`src/rtl/apb_pkg.sv`:
```
// Shared APB completer definitions: FSM state encoding and width constants.
package apb_pkg;

    typedef enum logic [1:0] {
        ST_IDLE   = 2'd0,
        ST_SETUP  = 2'd1,
        ST_ACCESS = 2'd2
    } apb_state_t;

    localparam int unsigned APB_BYTE_W = 8;
    localparam int unsigned APB_WAIT_W = 4;

    // Number of byte-offset address bits below the register index.
    function automatic int unsigned apb_lane_lsb(input int unsigned data_w);
        return $clog2(data_w / APB_BYTE_W);
    endfunction

endpackage

```
`src/rtl/apb_wait_counter.sv`:
```
// Wait-state down-counter: load, decrement while nonzero, registered zero flag.
module apb_wait_counter
    import apb_pkg::*;
(
    input  logic                  clk,
    input  logic                  rst_n,
    input  logic                  load_i,
    input  logic [APB_WAIT_W-1:0] load_val_i,
    input  logic                  dec_i,
    output logic                  zero_o
);

    logic [APB_WAIT_W-1:0] cnt_q, cnt_d;
    logic                  zero_q;

    always_comb begin
        cnt_d = cnt_q;
        if (load_i) begin
            cnt_d = load_val_i;
        end else if (dec_i && (cnt_q != '0)) begin
            cnt_d = cnt_q - APB_WAIT_W'(1);
        end
    end

    always_ff @(posedge clk or negedge rst_n) begin
        if (!rst_n) begin
            cnt_q  <= '0;
            zero_q <= 1'b1;
        end else begin
            cnt_q  <= cnt_d;
            zero_q <= (cnt_d == '0);
        end
    end

    assign zero_o = zero_q;

endmodule

```
`src/rtl/apb_regbank_completer.sv`:
```
// APB completer fronting a bank of byte-strobed RW registers with read-only ID slots
// and a fixed number of wait states per access.
module apb_regbank_completer
    import apb_pkg::*;
#(
    parameter int unsigned          ADDR_W      = 12,
    parameter int unsigned          DATA_W      = 32,
    parameter int unsigned          NUM_REGS    = 16,
    parameter int unsigned          WAIT_CYCLES = 2,
    parameter logic [NUM_REGS-1:0]  RO_MASK     = NUM_REGS'(16'h8000),
    parameter logic [31:0]          ID_VALUE    = 32'hA5B0_0001
) (
    input  logic                   pclk,
    input  logic                   presetn,
    input  logic [ADDR_W-1:0]      paddr,
    input  logic                   pselx,
    input  logic                   penable,
    input  logic                   pwrite,
    input  logic [DATA_W-1:0]      pwdata,
    input  logic [DATA_W/8-1:0]    pstrb,
    output logic [DATA_W-1:0]      prdata,
    output logic                   pready,
    output logic                   pslverr
);

    localparam int unsigned LANES   = DATA_W / APB_BYTE_W;
    localparam int unsigned IDX_LSB = apb_lane_lsb(DATA_W);
    localparam int unsigned IDX_W   = (NUM_REGS > 1) ? $clog2(NUM_REGS) : 1;

    apb_state_t        state_q, state_d, phase_c;
    logic [DATA_W-1:0] regs_q [NUM_REGS];
    logic [ADDR_W-1:0] idx_c;
    logic [IDX_W-1:0]  sel_c;
    logic              in_range_c, misaligned_c, ro_c, err_c, done_c, wait_zero;
    logic [DATA_W-1:0] rd_word_c;

    // Phase of the current bus cycle; state_q remembers the previous one so an
    // access phase is only honoured when it follows a setup phase.
    always_comb begin
        phase_c = ST_IDLE;
        if (pselx && !penable) begin
            phase_c = ST_SETUP;
        end else if (pselx && penable && (state_q != ST_IDLE)) begin
            phase_c = ST_ACCESS;
        end
        done_c  = (phase_c == ST_ACCESS) && wait_zero;
        state_d = done_c ? ST_IDLE : phase_c;
    end

    always_ff @(posedge pclk or negedge presetn) begin
        if (!presetn) begin
            state_q <= ST_IDLE;
        end else begin
            state_q <= state_d;
        end
    end

    apb_wait_counter u_wait (
        .clk        (pclk),
        .rst_n      (presetn),
        .load_i     (phase_c == ST_SETUP),
        .load_val_i (APB_WAIT_W'(WAIT_CYCLES)),
        .dec_i      (phase_c == ST_ACCESS),
        .zero_o     (wait_zero)
    );

    always_comb begin
        idx_c        = paddr >> IDX_LSB;
        misaligned_c = (paddr & ADDR_W'(LANES - 1)) != '0;
        in_range_c   = idx_c < ADDR_W'(NUM_REGS);
        sel_c        = IDX_W'(idx_c);
        ro_c         = in_range_c && RO_MASK[sel_c];
        err_c        = !in_range_c || misaligned_c || (pwrite && ro_c);
        rd_word_c    = ro_c ? DATA_W'(ID_VALUE) : regs_q[sel_c];
    end

    assign pready  = done_c;
    assign pslverr = done_c && err_c;
    assign prdata  = (done_c && !pwrite && !err_c) ? rd_word_c : '0;

    // Byte-lane commit happens only in the completion cycle of an error-free write.
    always_ff @(posedge pclk or negedge presetn) begin
        if (!presetn) begin
            for (int unsigned i = 0; i < NUM_REGS; i++) begin
                regs_q[i] <= '0;
            end
        end else if (done_c && pwrite && !err_c) begin
            for (int unsigned b = 0; b < LANES; b++) begin
                if (pstrb[b]) begin
                    regs_q[sel_c][b*APB_BYTE_W +: APB_BYTE_W] <= pwdata[b*APB_BYTE_W +: APB_BYTE_W];
                end
            end
        end
    end

endmodule

```
`config.mk`:
```
export PLATFORM = sky130hd
export DESIGN_NAME = apb_regbank_completer
export DESIGN_NICKNAME = d
export VERILOG_FILES = /design/src/rtl/apb_pkg.sv /design/src/rtl/apb_wait_counter.sv /design/src/rtl/apb_regbank_completer.sv
export SDC_FILE = /design/constraint.sdc
export NUM_CORES = 1
export LEC_CHECK = 0
export BUFFER_PORTS_ARGS = -buffer_cell sky130_fd_sc_hd__buf_4
export CORE_UTILIZATION = 56
export DETAILED_ROUTE_END_ITERATION = 10
export PLACE_DENSITY = 0.85
export SYNTH_ARGS = -nofsm -noshare
export SYNTH_HDL_FRONTEND = slang
export SYNTH_SLANG_ARGS = --single-unit
```
`constraint.sdc`:
```
create_clock -name pclk -period 2.1 [get_ports pclk]
set_input_delay 0.21 -clock pclk [delete_from_list [all_inputs] [get_ports pclk]]
set_output_delay 0.21 -clock pclk [all_outputs]
set_load 0.02 [all_outputs]
```
==> flow_summary.ini <==
[run_status]
status = complete, but fails checks
violations = design-rule violations, negative setup slack

[logic_synthesis]
synth_top_area_share_pct = 55.32
ys_types = 48
ys_seq_area_share_pct = 55.44
mappedNetlistArea_mm2 = 0.02343
async_flop_share_pct = 100.0
synth_ff_type = dfrtp_1
yosysMostFrequentCell = dfrtp_1
synth_seq_cells = 519
yosysTopAreaCell = dfrtp_1
syn_avg_cell_area_um2 = 15.76
syn_nets = 1541
synth.area.top_cells = dfrtp_1 (55%), mux2_2 (23%), mux4_2 (12%), a22oi_1 (1.6%), clkbuf_1 (1.4%)
netlist_top_cells_count = dfrtp_1 (518), mux2_2 (475), mux4_2 (128)
synth_cells = 1487
synth_warnings = 0
synth_edf_count = 0

[job]
maxCapViolations = 0

[sta]
clock_skew_ns = 0.01397
max-slew-margin-rel_pct = 62.55
fin_crit_sh_pct = 116.5
period_needed_ns = 2.447
hold_ws_ns = 0.08243
fmaxAchievable_ghz = 0.4086
drv_slew = 0
hold_violations = 0
rsz0062_at_grt = yes
finalSetupViolations = 441
worst_slack_ns = -0.3474
finalSetupTns_ns = -39.28
worst_slew_pin_slew_ns = 0.5597

[grt]
grt_pass1_vias = 15590
overflow = 0
grt_pass1_wl_um = 88930
top_usage_layer = met2
grt_usage_pct = 27.68
grt_max_degree = 82
grt_util_met1_pct = 38.29
grtUsageMet3_pct = 4.364
antenna_found_initial = 0
met2_usage_pct = 45.64

[critical_path]
crit_arrival_ns = 2.24
start_kind = register
critPathRequiredTime_ns = 1.89
cp-end-kind = output port
r2r_start = u_wait.zero_o$_DFF_PN1_
ff2ff_setup_slack_ns = -0.19
crit_type = register to output port
rr_endpoint = regs_q[284]$_DFFE_PN0P_
cp_max_fo = 8
ff2ff_path_depth = 11

[power]
powerDensity_mw_per_mm2 = 702.2
p_leak_nw = 14.03
ir_drop_uv = 551.9

[hold_path]
hold_depth = 3
min_path_type = primary input to register
whs_endpoint = u_wait.cnt_q[0]$_DFF_PN0_
hold_start = pselx

[die]
num_rows = 74
die_w_um = 206.5
pin_count = 87
die-area_mm2 = 0.04266
start_util_pct = 57.12
dieHeight_um = 206.5
coreArea_mm2 = 0.04102

[finish]
antennaDiodeCount = 0
utilization_pct = 71.03
fin_nets = 1756
area.growth.synth_to_final_pct = 24.34
drive_gt1_share_pct = 59.66
fillers = 2419

[clocking]
htree_levels = 2
clk_pin_slew_ns = 0.06
cts_tree = done
cts_buffers = 53
cts.path.max_buffers = 3
root_buffer = clkbuf_16
clock-sinks = 519
insertion_delay_ns = 0.59

[detailed_routing]
post-route-drc-count = 7
drtPass1Iterations = 8
drt_iter0_markers = 1050
vias_per_cell = 6.362
dr_total_vias = 14450
avgRoutedWirePerCell_um = 26.04
drt-total-wl_um = 59160
ant_nets = 0

[place]
hpwl_um = 35840
gp_congestion = 0.8679
io_buffers = 86
-- timing repair --
item / in CTS / in global routing
endpoints found under the setup margin: 132 / 358
resized for setup: 48 / 158
endpoints found under the hold margin: 521 / 0
setup buffers: 2 / 11
hold buffers: 36 / 0
cloned: 0 / 4
pin swaps: 13 / 17
-- metrics by stage --
stage,area (um^2),cells,power (mW),setup slack [ns]
after floorplan,23430,1487,10.59,0.04492
after global placement,26040,2128,11.17,-0.07714
after detailed placement,26040,2128,11.20,-0.1261
after CTS,28350,2259,20.54,-0.3942
after global routing,29130,2272,21.06,-0.4304
final,29130,2272,20.46,-0.3474
-- placed cells by master, fill, tap and decap left out, types with 17 or more instances in the layout --
cell type      instances
a21oi_2               21
a22oi_1               49
buf_12                57
buf_4                158
buf_6                 20
clkbuf_16             55
clkbuf_8              18
dfrtp_1              518
dlygate4sd3_1         36
mux2_2               386
mux2_4                89
mux4_2               128
nand2_2               19
nor2_4                17
-- cell type report --
type	count	area [um^2]	area share (%)
repair inverters	1	6.256	0.02147
well taps	532	665.6	2.285
repair buffers	274	2957	10.15
clock buffers	82	1648	5.656
clock inverters	11	90.09	0.3092
multi-input cells	850	10760	36.93
inverters	3	18.77	0.06442
flip-flops and latches	519	12990	44.58
-- registers in the layout, indices dropped and copies added, names as in the netlist --
register,count
regs_q,512
u_wait.cnt_q,4
state_q,2
u_wait.zero_o,1
-- metal layers --
| layer | share of wire [%] | up-vias |
|---|---|---|
| met5 | 0 | - |
| met4 | 2.4 | 0 |
| met3 | 6.3 | 108 |
| met2 | 50 | 526 |
| met1 | 41 | 7817 |
| li1 | - | 6003 |
-- cell families (layout without fill, tap and decap cells) --
kind of cell | count (synthesis) | in the layout | share of synthesized area, %
simple gates | 130 | 133 | 3.722
flops | 519 | 519 | 55.44
compound gates | 97 | 97 | 2.830
buf+inv | 121 | 371 | 2.120
fa+ha+maj | 1 | 1 | 0.05339
xor+xnor | 1 | 1 | 0.03739
mux | 618 | 618 | 35.80
-- worst max-delay path: stages (launching register included) --
cell	delay (ns)
dfstp_2	0.54
o2111ai_2	0.10
buf_6	0.17
nor2_4	0.10
nand2_2	0.08
buf_12	0.16
a311oi_2	0.21
buf_4	0.17
buf_6	0.11
-- report_power, final --
part           switching, mW  leakage, nW  internal (mW)  total, mW
Combinational          0.697         5.92          0.403       1.10
Clock                   3.85        0.862           5.48       9.33
Sequential            0.0108         7.24           10.0       10.0
-- worst max path at each step --
stage / startpoint / end / slack (ns) / depth (start not counted)
finish: u_wait.zero_o$_DFF_PN1_ / prdata[26] / -0.35 / 8
floorplan: u_wait.zero_o$_DFF_PN1_ / regs_q[256]$_DFFE_PN0P_ / 0.04 / 5
detailed placement: paddr[7] / prdata[23] / -0.13 / 8
global route: u_wait.zero_o$_DFF_PN1_ / prdata[26] / -0.43 / 8
global placement: paddr[7] / prdata[20] / -0.08 / 8
CTS: u_wait.zero_o$_DFF_PN1_ / prdata[26] / -0.39 / 8
Power figures use the tool's default switching activity.
